`src/rtl/serial_wb_pkg.sv`:
```
// Shared command bytes, FSM states and helpers for the byte-serial wishbone link.
package serial_wb_pkg;

    localparam logic [7:0] CMD_READ  = 8'h52;
    localparam logic [7:0] CMD_WRITE = 8'h57;

    typedef enum logic [2:0] {
        IDLE,
        HDR,
        ADDR,
        DATA,
        RESP,
        ACK
    } state_e;

    function automatic int addr_bytes(input int addr_bits);
        return (addr_bits + 7) / 8;
    endfunction

    function automatic int max2(input int a, input int b);
        return (a > b) ? a : b;
    endfunction

endpackage

```
`src/rtl/serial_wb_initiator.sv`:
```
// Wishbone pipelined slave -> byte-serial request frame on m_axis, reply rebuilt from s_axis.
// First request byte one cycle after acceptance; m_axis holds until tready; stall high until the cycle after ack.
module serial_wb_initiator
    import serial_wb_pkg::*;
#(
    parameter int ADDR_BITS      = 8,
    parameter int BYTES          = 1,
    parameter int SEL_WIDTH      = 1,
    parameter int TIMEOUT_CYCLES = 5000000
) (
    input  logic                   clk,
    input  logic                   sresetn,
    input  logic [ADDR_BITS-1:0]   s_wb_addr,
    input  logic [BYTES*8-1:0]     s_wb_dat_m2s,
    output logic [BYTES*8-1:0]     s_wb_dat_s2m,
    input  logic                   s_wb_we,
    input  logic [SEL_WIDTH-1:0]   s_wb_sel,
    input  logic                   s_wb_stb,
    input  logic                   s_wb_cyc,
    output logic                   s_wb_ack,
    output logic                   s_wb_stall,
    input  logic                   m_axis_tready,
    output logic                   m_axis_tvalid,
    output logic [7:0]             m_axis_tdata,
    output logic                   s_axis_tready,
    input  logic                   s_axis_tvalid,
    input  logic [7:0]             s_axis_tdata,
    output logic                   timeout
);

    localparam int ADDR_BYTES = addr_bytes(ADDR_BITS);
    localparam int DW         = BYTES * 8;
    localparam int AW_EXT     = ADDR_BYTES * 8;
    localparam int TX_W       = AW_EXT + DW;
    localparam int CNT_W      = $clog2(max2(ADDR_BYTES, BYTES) + 1);
    localparam int TO_W       = (TIMEOUT_CYCLES > 0) ? $clog2(TIMEOUT_CYCLES + 1) : 1;

    localparam logic [CNT_W-1:0] ADDR_LAST = CNT_W'(ADDR_BYTES - 1);
    localparam logic [CNT_W-1:0] DATA_LAST = CNT_W'(BYTES - 1);
    localparam logic [TO_W-1:0]  TO_LIMIT  = TO_W'(TIMEOUT_CYCLES);

    state_e            state_q, state_d;
    logic [CNT_W-1:0]  cnt_q, cnt_d;
    logic [TO_W-1:0]   to_cnt_q, to_cnt_d;
    logic              we_q, we_d;
    logic [TX_W-1:0]   tx_sh_q, tx_sh_d;
    logic [DW-1:0]     rx_sh_q, rx_sh_d;
    logic              tvalid_q, tvalid_d;
    logic [7:0]        tdata_q, tdata_d;
    logic              rx_rdy_q, rx_rdy_d;
    logic              ack_q, ack_d;
    logic              stall_q, stall_d;
    logic [DW-1:0]     dat_q, dat_d;
    logic              to_q, to_d;

    logic              m_hs;
    logic              s_hs;
    logic [DW-1:0]     rx_next;
    logic [CNT_W-1:0]  rx_last;
    logic              sel_unused;

    assign m_hs       = tvalid_q && m_axis_tready;
    assign s_hs       = rx_rdy_q && s_axis_tvalid;
    assign rx_next    = DW'({rx_sh_q, s_axis_tdata});
    assign rx_last    = we_q ? '0 : DATA_LAST;
    assign sel_unused = ^s_wb_sel;

    always_comb begin
        state_d  = state_q;
        cnt_d    = cnt_q;
        to_cnt_d = to_cnt_q;
        we_d     = we_q;
        tx_sh_d  = tx_sh_q;
        rx_sh_d  = rx_sh_q;
        tvalid_d = tvalid_q;
        tdata_d  = tdata_q;
        ack_d    = 1'b0;
        to_d     = 1'b0;
        dat_d    = '0;

        case (state_q)
            IDLE: begin
                if (s_wb_cyc && s_wb_stb && !stall_q) begin
                    we_d     = s_wb_we;
                    tx_sh_d  = {AW_EXT'(s_wb_addr), s_wb_dat_m2s};
                    tvalid_d = 1'b1;
                    tdata_d  = s_wb_we ? CMD_WRITE : CMD_READ;
                    cnt_d    = '0;
                    state_d  = HDR;
                end
            end
            HDR: begin
                if (m_hs) begin
                    tdata_d = tx_sh_q[TX_W-1 -: 8];
                    tx_sh_d = tx_sh_q << 8;
                    cnt_d   = '0;
                    state_d = ADDR;
                end
            end
            ADDR: begin
                if (m_hs) begin
                    // Address and data share one serializer, so a write simply keeps shifting.
                    if (cnt_q != ADDR_LAST || we_q) begin
                        tdata_d = tx_sh_q[TX_W-1 -: 8];
                        tx_sh_d = tx_sh_q << 8;
                    end
                    cnt_d = cnt_q + CNT_W'(1);
                    if (cnt_q == ADDR_LAST) begin
                        cnt_d = '0;
                        if (we_q) begin
                            state_d = DATA;
                        end else begin
                            tvalid_d = 1'b0;
                            to_cnt_d = '0;
                            rx_sh_d  = '0;
                            state_d  = RESP;
                        end
                    end
                end
            end
            DATA: begin
                if (m_hs) begin
                    if (cnt_q == DATA_LAST) begin
                        tvalid_d = 1'b0;
                        cnt_d    = '0;
                        to_cnt_d = '0;
                        rx_sh_d  = '0;
                        state_d  = RESP;
                    end else begin
                        tdata_d = tx_sh_q[TX_W-1 -: 8];
                        tx_sh_d = tx_sh_q << 8;
                        cnt_d   = cnt_q + CNT_W'(1);
                    end
                end
            end
            RESP: begin
                if (s_hs) begin
                    rx_sh_d  = rx_next;
                    to_cnt_d = '0;
                    if (cnt_q == rx_last) begin
                        ack_d   = 1'b1;
                        dat_d   = we_q ? '0 : rx_next;
                        state_d = ACK;
                    end else begin
                        cnt_d = cnt_q + CNT_W'(1);
                    end
                end else if (TIMEOUT_CYCLES != 0) begin
                    to_cnt_d = (to_cnt_q == '1) ? to_cnt_q : to_cnt_q + TO_W'(1);
                    if (to_cnt_d == TO_LIMIT) begin
                        ack_d   = 1'b1;
                        to_d    = 1'b1;
                        dat_d   = '1;
                        state_d = ACK;
                    end
                end
            end
            ACK: begin
                state_d = IDLE;
            end
            default: begin
                state_d = IDLE;
            end
        endcase
    end

    // Stall and reply-ready follow the next state so both are clean registered outputs.
    assign stall_d  = (state_d != IDLE);
    assign rx_rdy_d = (state_d == RESP);

    always_ff @(posedge clk or negedge sresetn) begin
        if (!sresetn) begin
            state_q  <= IDLE;
            cnt_q    <= '0;
            to_cnt_q <= '0;
            we_q     <= 1'b0;
            tx_sh_q  <= '0;
            rx_sh_q  <= '0;
            tvalid_q <= 1'b0;
            tdata_q  <= '0;
            rx_rdy_q <= 1'b0;
            ack_q    <= 1'b0;
            stall_q  <= 1'b0;
            dat_q    <= '0;
            to_q     <= 1'b0;
        end else begin
            state_q  <= state_d;
            cnt_q    <= cnt_d;
            to_cnt_q <= to_cnt_d;
            we_q     <= we_d;
            tx_sh_q  <= tx_sh_d;
            rx_sh_q  <= rx_sh_d;
            tvalid_q <= tvalid_d;
            tdata_q  <= tdata_d;
            rx_rdy_q <= rx_rdy_d;
            ack_q    <= ack_d;
            stall_q  <= stall_d;
            dat_q    <= dat_d;
            to_q     <= to_d;
        end
    end

    assign s_wb_dat_s2m  = dat_q;
    assign s_wb_ack      = ack_q;
    assign s_wb_stall    = stall_q;
    assign m_axis_tvalid = tvalid_q;
    assign m_axis_tdata  = tdata_q;
    assign s_axis_tready = rx_rdy_q;
    assign timeout       = to_q;

endmodule

```
`config.mk`:
```
export PLATFORM = sky130hd
export DESIGN_NAME = serial_wb_initiator
export DESIGN_NICKNAME = d
export VERILOG_FILES = /design/src/rtl/serial_wb_pkg.sv /design/src/rtl/serial_wb_initiator.sv
export SDC_FILE = /design/constraint.sdc
export NUM_CORES = 1
export LEC_CHECK = 0
export BUFFER_PORTS_ARGS = -buffer_cell sky130_fd_sc_hd__buf_2
export CELL_PAD_IN_SITES_DETAIL_PLACEMENT = 0
export CELL_PAD_IN_SITES_GLOBAL_PLACEMENT = 1
export CORE_MARGIN = 1
export CORE_UTILIZATION = 45
export DETAILED_ROUTE_END_ITERATION = 16
export PLACE_DENSITY_LB_ADDON = 0.1
export SLEW_MARGIN = 40
export SYNTH_ARGS = -nofsm -noshare
export SYNTH_HDL_FRONTEND = slang
export SYNTH_SLANG_ARGS = --single-unit
```
`constraint.sdc`:
```
create_clock -name clk -period 4.4 [get_ports clk]
set_input_delay 1.1 -clock clk [delete_from_list [all_inputs] [get_ports clk]]
set_output_delay 1.1 -clock clk [all_outputs]
set_load 0.005 [all_outputs]
```
==> metrics.txt, run 1 <==
status=finished, final reports clean; worst vdd ir=about 0.2 mV; adder-cell share of the synthesized area=0.00368; antenna violation net count after detailed routing=0; max-cap violations=0; placed cell count=between 500 and 600; leak pwr=1.81 nW; Num CTS Buffers=9; fin area=approximately 0.0040 mm2; final WL=between 8 and 9 mm; launch point of the worst path=to_cnt_q[0]$_DFFE_PN0P_; r2r startpoint=to_cnt_q[0]$_DFFE_PN0P_; mux share of post-synthesis cell area=0.00919; worst hold stages=2; Root Buffer=clkbuf_8; IO Pins=53; initial antenna violation count=0; wire per inst=15.2 um; post-layout util=0.543; Final min period=3.12 ns; WP data required=between 4 and 5 ns; Cells after Synth=~400; Clock Sink Count=64; crit end category=flip-flop; synth warn=0; largest net degree at the start of global routing=41; Die Y=around 90 um; CTS Buffer Depth=2; r2r endpoint=to_cnt_q[0]$_DFFE_PN0P_; Hold WS=slightly below 0.5 ns; Synth Register Bits=64; DRT iter0 DRCs=between 150 and 200; Post-CTS Resized=0; Synth Area in XOR/XNOR=0.0154; DRT Pass-1 Iters=4; Vias=roughly 3100; Worst-path clk slew=roughly 0.080 ns; CTS tree=done; post-route worst setup slack=between 1 and 1.5 ns; worst-path maximum fanout=17; simple-gate area share of the yosys netlist=0.249; DRC violations left=0; final setup TNS=0 ns; worst slew pin tran=between 0.7 and 0.8 ns; crit start category=flip-flop; sequential share of the synthesized area=0.471; WS Path Type=reg2reg; area of the multi-input gates=0.00168 mm2; first-pass GRT wire length=roughly 13 mm; Hold Crit Class=reg2reg; Placement Setup Slack=between 1 and 1.5 ns; Area Growth Syn to Fin=16.4%; Final Slew Violations=0; Critical Path End=to_cnt_q[0]$_DFFE_PN0P_; total track usage=0.224; Post-Syn Area per Cell=~8.7 um2; # diodes=0; H-tree level count=3; Syn Nets=426; Hold Startpoint=m_axis_tdata[7]$_DFFE_PN0P_; dpl hpwl=around 5.6 mm; port bufs=between 50 and 60; total power=~2.1 mW; # fillers=739; r2r setup slk=roughly 1.3 ns; initial core utilization=0.467; Non-Filler Instances=540; setup violators final=0; Max Freq=roughly 0.32 GHz; pwr/cell area=529 mW/mm2; NumNets Final=~470; Die ar.=~0.0079 mm2; EDFF count, synth=0; GP Congestion=0.872; layout cell share with drive strength beyond 1=0.202; final hold violation count=0; Reg area=between 0.0015 and 0.002 mm2; post-route clock period utilization=0.709; worst reg2reg path depth=8; Post-Syn Area=between 0.003 and 0.004 mm2; Vias/cell=5.66; Async SR Flop Fraction=1.00; largest family of logic cells by synthesized area=simple AND/OR/NAND/NOR gates; total core area=between 0.007 and 0.008 mm2; die width=89.0 um; Clock Latency Late Sink=about 0.35 ns; unrepaired setup endpoints after global routing=false; Compound-Gate Fraction of Synth Area=0.214; ys flop type=dfrtp_1; skew final=0.00797 ns; Critical Path AT=~3.4 ns; total setup buffers inserted after CTS=0; CTS Hold Bufs=0; row cnt=31; GR Overflow Total=0; vias in the first global route=about 2700; Yosys cell types=between 50 and 60; max_slew headroom=0.491; Area after DPL=~0.0037 mm2
## routing by layer
metal / wire length (um) / GRT usage / part of all wire / up-vias
li1: - / - / - / 1510
met1: 3750 / 0.299 / 0.46 / 1466
met2: 3950 / 0.363 / 0.48 / 74
met3: 417 / 0.0369 / 0.051 / 8
met4: 98 / 0.0967 / 0.012 / 0
met5: 0 / 0 / 0 / -
## critical path, cell delays in order (launching register included)
cell     delay (ns)
dfrtp_1        0.46
ha_1           0.32
nand3_1        0.24
or4_1          0.54
nor3_2         0.36
nand3_1        0.60
o21ai_1        0.36
nand2_1        0.08
o21ai_1        0.08
## layout by cell type (no fill, tap or decap), types with 3 or more instances in the layout
master | synthesis | final
nand2_1 | 64 | 64
and2_1 | 3 | 3
nand4_1 | 4 | 4
o211ai_1 | 5 | 5
o21ai_1 | 10 | 10
o31ai_1 | 4 | 4
nand3_1 | 27 | 27
buf_2 | 6 | 51
buf_4 | 0 | 6
dfrtp_1 | 64 | 64
o22ai_1 | 4 | 4
nor4_1 | 4 | 4
a22o_1 | 4 | 4
clkbuf_8 | 0 | 9
and3_1 | 7 | 7
nor3_2 | 2 | 3
xor2_1 | 5 | 5
nor2_1 | 32 | 30
o21ai_0 | 31 | 31
a31oi_1 | 14 | 14
a21o_1 | 4 | 4
nor3_1 | 5 | 4
inv_1 | 7 | 7
a21oi_1 | 26 | 26
o21a_1 | 4 | 4
## Yosys cell counts (all sizes together) (5+ instances only)
cell    number  area (um2)
buf          7        33.8
a31oi       14        87.6
nor4         7        71.3
nand2       64         240
clkbuf      18        67.6
dfrtp       64        1600
and3         7        43.8
a21oi       26         130
nor2        32         120
o211ai       5        37.5
nand3       29         163
nor3         7        45.0
o21ai       41         205
inv          8        30.0
xor2         5        43.8
## worst min-delay path by stage
| stage | to | slack, ns |
|---|---|---|
| 3_5_place_dp | m_axis_tdata[7]$_DFFE_PN0P_ | 0.48 |
| 3_3_place_gp | m_axis_tdata[5]$_DFFE_PN0P_ | 0.47 |
| 6_report | m_axis_tdata[7]$_DFFE_PN0P_ | 0.49 |
| 2_1_floorplan | tx_sh_q[0]$_DFFE_PN0P_ | 0.47 |
| 5_1_grt | m_axis_tdata[5]$_DFFE_PN0P_ | 0.51 |
| 4_1_cts | m_axis_tdata[7]$_DFFE_PN0P_ | 0.50 |
## report_power, final
part,leakage [nW],internal (mW),total [mW],switching (mW)
logic,0.864,0.242,0.664,0.422
registers,0.829,0.724,0.849,0.125
clock network,0.116,0.326,0.584,0.258
total,1.81,1.29,2.10,0.805
## registers in the layout, summed over array words and instances, names as in the netlist, 3 cells and up
register,flops
s_wb_dat_s2m,8
to_cnt_q,23
tx_sh_q,16
m_axis_tdata,8
state_q,3
## area by class of cell
type                    instances  area share
inverters                       8     0.00758
flip-flops and latches         64       0.404
clock inverters                 7      0.0259
well taps                      99      0.0313
repair buffers                 57      0.0758
multi-input cells             296       0.424
clock buffers                   9      0.0313
## cells by family (layout without fill, tap and decap cells)
kind of cell | after synthesis | count (layout)
and+or+nand+nor | 167 | 167
AOI/OAI and AO/OA | 119 | 119
DFF | 64 | 64
buffers and inverters | 33 | 81
xor gates and xnor gates | 6 | 6
muxes | 3 | 3
adders and majority gates | 1 | 1
No activity file was read; power rests on OpenSTA's default activity.
==> run 2: changes to the inputs <==
ABC_AREA = 1   (was unset)
CORE_UTILIZATION = 37   (was 45)
clock period = 2.7 ns   (was 4.4 ns; I/O delays follow)
==> metrics.txt, run 2 <==
layout cell share with drive strength beyond 1=0.195; worst vdd ir=between 0.3 and 0.4 mV; wire per inst=roughly 14 um; worst slew pin tran=roughly 0.6 ns; final hold violation count=0; max reg flops=23; DRT iter0 DRCs=around 120; crit start category=flip-flop; delay-heaviest family, CP=simple AND/OR/NAND/NOR gates; sw power=about 1.3 mW; EDFF count, synth=0; Post-Syn Area=roughly 0.0035 mm2; cell breakdown of the critical path=ha_1 > inv_1 > nor2_4 > nand2_4 > nor2_4 > nand2_2 > inv_1 > nor2_1 > nand2_1 > nor2_1 > nand2_1 > nor2_1 > nand2_1 > nand2_1 > nand2_2 > buf_12 > nor2_2; final setup TNS=0 ns; Syn Nets=500; count leader, synth=nand2_1; largest net degree at the start of global routing=27; CP Buf/Inv Count=3; launch point of the worst path=to_cnt_q[0]$_DFFE_PN0P_; power share of the sequential group=0.402; worst reg2reg path depth=17; most frequent CP cell=nand2_1; area share of the largest cell type after synthesis=0.461; IO Pins=53; fin area=just over 0.004 mm2; Logic pwr share=0.352; Synth Register Bits=64; row cnt=34; CTS tree=done; Critical Path AT=2.71 ns; top post-synthesis cells by area=dfrtp_1 46%, nand2_1 14%, o21ai_0 6.5%; # diodes=0; most common cell after layout, fill and taps aside=nand2_1; Die ar.=slightly below 0.01 mm2; Yosys top cell by area=dfrtp_1; port bufs=between 50 and 60; CTS Buffer Depth=2; NumNets Final=approximately 570; Vias=roughly 3300; vias in the first global route=3206; r2r endpoint=s_wb_dat_s2m[1]$_DFF_PN0_; status=finished, final reports clean; largest register by flop count=to_cnt_q; r2r startpoint=to_cnt_q[0]$_DFFE_PN0P_; r2r setup slk=between 0.2 and 0.3 ns; Area Growth Syn to Fin=19.1%; unrepaired setup endpoints after global routing=false; skew final=approximately 0.012 ns; Async SR Flop Fraction=1.00; CP peak stage delay=~0.47 ns; GR Overflow Total=0; dpl hpwl=6.71 mm; Area after DPL=0.00394 mm2; Internal=2.00 mW; crit end category=flip-flop; total setup buffers inserted after CTS=0; initial core utilization=0.391; Num CTS Buffers=9; pwr/cell area=792 mW/mm2; WP data required=about 3 ns; H-tree level count=3; worst-path maximum fanout=10; Commonest cells post-synth=128 x nand2_1, 64 x dfrtp_1, 59 x inv_1; total track usage=0.207; Cells after Synth=~470; Clock Power Share=0.247; commonest non-fill, non-tap cells in the layout=128 x nand2_1, 64 x dfrtp_1, 59 x inv_1; Max Freq=just over 0.4 GHz; WS Path Type=reg2reg; initial antenna violation count=0; Post-Syn Area per Cell=about 7.4 um2; sequential share of the synthesized area=0.461; total core area=approximately 0.0089 mm2; switching portion of total power=0.391; leak pwr=approximately 2.1 nW; total power=roughly 3.3 mW; Vias/cell=5.03; final WL=between 9 and 10 mm; Clock Sink Count=64; Root Buffer=clkbuf_8; die width=98.9 um; Clock Latency Late Sink=0.35 ns; max-cap violations=0; synth warn=0; Post-CTS Resized=0; first-pass GRT wire length=between 15 and 20 mm; CTS Hold Bufs=0; Final min period=roughly 2.4 ns; Yosys cell types=29; Die Y=between 90 and 100 um; Crit-path slowest cell=dfrtp_1; DRC violations left=0; largest registers=to_cnt_q: 23 flops, tx_sh_q: 16 flops; ys flop type=dfrtp_1; post-route clock period utilization=0.898; max_slew headroom=0.592; GP Congestion=between 0.8 and 0.9; DRT Pass-1 Iters=4; setup violators final=0; Worst-path clk slew=about 0.08 ns; Final Slew Violations=0; Hold Crit Class=in2async; antenna violation net count after detailed routing=0
[run 2: cell types whose count changed after synthesis, sizes merged, moves of 5 or more]
cell,previous run,this run
nand2,64,134
inv,8,59
nor2,32,57
a31oi,14,1
a21oi,26,16
nand3,29,38
clkbuf,18,10
and3,7,0
nand4,4,11
nor4,7,0
nor3,7,1
o21ai,41,46
[run 2: how the worst max path moves through the flow]
stage	to	slack (ns)	cells after the start
2_1_floorplan	state_q[0]$_DFF_PN0_	0.57	17
3_3_place_gp	s_wb_dat_s2m[7]$_DFF_PN0_	0.33	15
3_5_place_dp	s_wb_dat_s2m[1]$_DFF_PN0_	0.29	15
4_1_cts	s_wb_dat_s2m[2]$_DFF_PN0_	0.27	15
5_1_grt	s_wb_dat_s2m[1]$_DFF_PN0_	0.06	17
6_report	s_wb_dat_s2m[1]$_DFF_PN0_	0.28	17
[run 2: final cells by class]
| cell class | instances | area, um2 |
|---|---|---|
| flip-flops and latches | 64 | 1600 |
| clock buffers | 13 | 179 |
| inverters | 61 | 229 |
| repair buffers | 70 | 410 |
| clock inverters | 2 | 12.5 |
| well taps | 108 | 135 |
| fillers | 969 | 4750 |
| multi-input cells | 329 | 1570 |
[run 2: stage by stage]
step / hold slack (ns) / utilization / setup WS (ns) / cells
6_report: 0.289 / 0.465 / 0.276 / 647
5_1_grt: 0.319 / 0.465 / 0.0586 / 647
4_1_cts: 0.302 / 0.465 / 0.273 / 647
3_5_place_dp: 0.469 / 0.443 / 0.295 / 632
3_3_place_gp: 0.461 / 0.443 / 0.329 / 632
2_1_floorplan: 0.379 / - / 0.567 / 467
[run 2: metal layers]
layer | wire length, um | global-route usage | part of all wire
met4 | 176 | 0.0861 | 0.019
met3 | 369 | 0.0454 | 0.040
met2 | 4270 | 0.335 | 0.47
met5 | 0 | 0 | 0
met1 | 4340 | 0.268 | 0.47
[run 2: cell families (layout without fill, tap and decap cells)]
family	count (synthesis)	after routing	share of synthesized area
buf+inv	74	146	0.0876
xor+xnor	5	5	0.0126
flops	64	64	0.461
fa+ha+maj	1	1	0.00360
compound gates	82	82	0.132
simple gates	241	241	0.303
[run 2: power groups by stage]
stage | Sequential (mW) | Combinational (mW) | Clock (mW)
detailed placement | 1.33 | 1.17 | 0
global route | 1.34 | 1.35 | 0.875
floorplan | 1.31 | 0.797 | 0
finish | 1.32 | 1.15 | 0.807
global placement | 1.33 | 1.16 | 0
CTS | 1.32 | 1.17 | 0.845
[run 2: worst register-to-register path, stage by stage (launching register included)]
cell     delay, ns
dfrtp_1       0.47
ha_1          0.25
inv_1         0.09
nor2_4        0.05
nand2_4       0.07
nor2_4        0.04
nand2_2       0.19
inv_1         0.16
nor2_1        0.15
nand2_1       0.09
nor2_1        0.13
nand2_1       0.06
nor2_1        0.10
nand2_1       0.10
nand2_1       0.08
nand2_2       0.09
buf_12        0.17
nor2_2        0.07
==> run 3: changes to the inputs <==
--- a/config.mk
+++ b/config.mk
@@ -6,10 +6,9 @@
 export NUM_CORES = 1
 export LEC_CHECK = 0
-export ABC_AREA = 1
 export BUFFER_PORTS_ARGS = -buffer_cell sky130_fd_sc_hd__buf_2
 export CELL_PAD_IN_SITES_DETAIL_PLACEMENT = 0
 export CELL_PAD_IN_SITES_GLOBAL_PLACEMENT = 1
 export CORE_MARGIN = 1
-export CORE_UTILIZATION = 37
+export CORE_UTILIZATION = 38
 export DETAILED_ROUTE_END_ITERATION = 16
 export PLACE_DENSITY_LB_ADDON = 0.1
@@ -18,2 +17,3 @@
 export SYNTH_HDL_FRONTEND = slang
 export SYNTH_SLANG_ARGS = --single-unit
+export TNS_END_PERCENT = 30
==> constraint.sdc (replaced) <==
create_clock -name clk -period 2.7 [get_ports clk]
set_input_delay 0.135 -clock clk [delete_from_list [all_inputs] [get_ports clk]]
set_output_delay 0.135 -clock clk [all_outputs]
set_load 0.005 [all_outputs]
==> metrics.txt, run 3 (same netlist as run 1, synthesis figures left out) <==
dpl hpwl=slightly above 6 mm; wire per inst=roughly 15 um; DRT Pass-1 Iters=4; Max Freq=between 0.3 and 0.4 GHz; sw power=about 1.3 mW; post-route clock period utilization=0.944; Die Y=96.6 um; unrepaired setup endpoints after global routing=false; final hold violation count=0; CP peak stage delay=~0.57 ns; total core area=about 0.0087 mm2; layout cell share with drive strength beyond 1=0.236; post-layout util=0.488; fin area=about 0.0042 mm2; max reg flops=23; power share of the sequential group=0.402; Num CTS Buffers=9; die width=96.6 um; WP data required=roughly 3 ns; Critical Path End=s_wb_dat_s2m[4]$_DFF_PN0_; Final Slew Violations=0; final setup TNS=0 ns; skew final=about 0.0065 ns; largest net degree at the start of global routing=38; Clock Power Share=0.251; worst vdd ir=between 0.3 and 0.4 mV; initial core utilization=0.392; CTS tree=done; r2r setup slk=around 0.15 ns; NumNets Final=503; DRC violations left=0; initial antenna violation count=0; H-tree level count=3; largest register by flop count=to_cnt_q; Root Buffer=clkbuf_8; Clock Latency Late Sink=~0.34 ns; max_slew headroom=0.555; pwr/cell area=793 mW/mm2; Crit-path slowest cell=or4_4; IO Pins=53; Vias/cell=~5.4; Logic pwr share=0.347; cell breakdown of the critical path=nand3_2 > or4_4 > nor3_2 > nor2_1 > or4_1 > nor4_2 > a21o_1; port bufs=approximately 50; WS Path Type=reg2reg; max-cap violations=0; Final min period=about 2.6 ns; r2r startpoint=to_cnt_q[6]$_DFFE_PN0P_; largest registers=to_cnt_q: 23 flops, tx_sh_q: 16 flops; crit start category=flip-flop; commonest non-fill, non-tap cells in the layout=64 x nand2_1, 64 x dfrtp_1, 51 x buf_2; r2r endpoint=s_wb_dat_s2m[4]$_DFF_PN0_; final WL=8.97 mm; launch point of the worst path=to_cnt_q[6]$_DFFE_PN0P_; crit end category=flip-flop; Area Growth Syn to Fin=24.6%; first-pass GRT wire length=~15 mm; row cnt=34; Internal=2.09 mW; leak pwr=1.97 nW; switching portion of total power=0.379; Worst-path clk slew=~0.070 ns; Vias=3142; worst slew pin tran=0.668 ns; worst reg2reg path depth=7; status=finished, final reports clean; Hold Crit Class=in2reg; setup violators final=0; vias in the first global route=3081; GR Overflow Total=0; worst-path maximum fanout=6; # diodes=0; CTS Buffer Depth=2; GP Congestion=around 0.85; total track usage=0.203; Die ar.=0.00934 mm2; Clock Sink Count=64; DRT iter0 DRCs=approximately 110; Area after DPL=between 0.003 and 0.004 mm2; Critical Path AT=2.83 ns; antenna violation net count after detailed routing=0
[run 3: cell count changes in the layout (fill, tap and decap cells not counted), moves of 8 or more]
| cell | before | now |
|---|---|---|
| a31oi_1 | 1 | 14 |
| inv_1 | 59 | 7 |
| dlygate4sd3_1 | 0 | 9 |
| o21ai_0 | 45 | 31 |
| nand2_1 | 128 | 64 |
| nand3_1 | 38 | 27 |
| a21oi_1 | 16 | 26 |
| o21ai_1 | 0 | 10 |
| buf_4 | 18 | 30 |
| nor2_2 | 9 | 1 |
| nor2_1 | 44 | 31 |
[run 3: worst min path at each step]
stage                                        to  cells past startpoint       startpoint  slack (ns)
finish                   tx_sh_q[7]$_DFFE_PN0P_                      3  s_wb_dat_m2s[7]        0.02
global route             tx_sh_q[5]$_DFFE_PN0P_                      3  s_wb_dat_m2s[5]       0.002
CTS                      tx_sh_q[5]$_DFFE_PN0P_                      3  s_wb_dat_m2s[5]       0.001
detailed placement  m_axis_tdata[5]$_DFFE_PN0P_                      1          sresetn        0.21
global placement    m_axis_tdata[5]$_DFFE_PN0P_                      1          sresetn        0.21
floorplan           m_axis_tdata[0]$_DFFE_PN0P_                      0          sresetn       -0.16
[run 3: layer usage]
| layer | global-route usage | up-vias | part of all wire |
|---|---|---|---|
| li1 | - | 1575 | - |
| met1 | 0.276 | 1496 | 0.47 |
| met2 | 0.325 | 58 | 0.48 |
| met3 | 0.0347 | 13 | 0.033 |
| met4 | 0.0781 | 0 | 0.014 |
| met5 | 0 | - | 0 |
[run 3: cell type report]
class                           instances  area [um2]
Fill cell                             865        4440
Multi-Input combinational cell        296        1680
Sequential cell                        64        1600
Timing Repair Buffer                   91         591
Clock buffer                           11         141
Tap cell                              108         135
Clock inverter                          5        56.3
Inverter                                8        30.0
[run 3: timing repair]
item | CTS | global route
gates resized for setup | 0 | 3
buffers inserted | 0 | 1
hold buffers | 9 | 0
endpoints found under the setup margin | 0 | 11
hold endpoints to repair | 35 | 0
[run 3: worst max-delay path, delay by kind of cell, from the launching register on]
family | cells | cell delay (ns)
flops | 1 | 0.48
simple gates | 6 | 1.90
compound gates | 1 | 0.12
[run 3: power groups by stage]
stage                     Clock (mW)  Combinational (mW)  Sequential, mW
final                          0.844                1.17            1.35
after global routing           0.921                1.35            1.39
after CTS                      0.871                1.19            1.35
after detailed placement           0                1.18            1.37
after global placement             0                1.17            1.36
after floorplan                    0               0.821            1.31
[run 3: through the flow]
stage               instances  setup slack (ns)  power [mW]  hold WS [ns]
floorplan                 393             0.263        2.13        -0.161
global placement          557             0.166        2.53         0.211
finish                    583             0.150        3.36        0.0166
detailed placement        557            0.0465        2.55         0.211
global route              583           0.00126        3.65       0.00154
CTS                       582            0.0259        3.41       0.00137
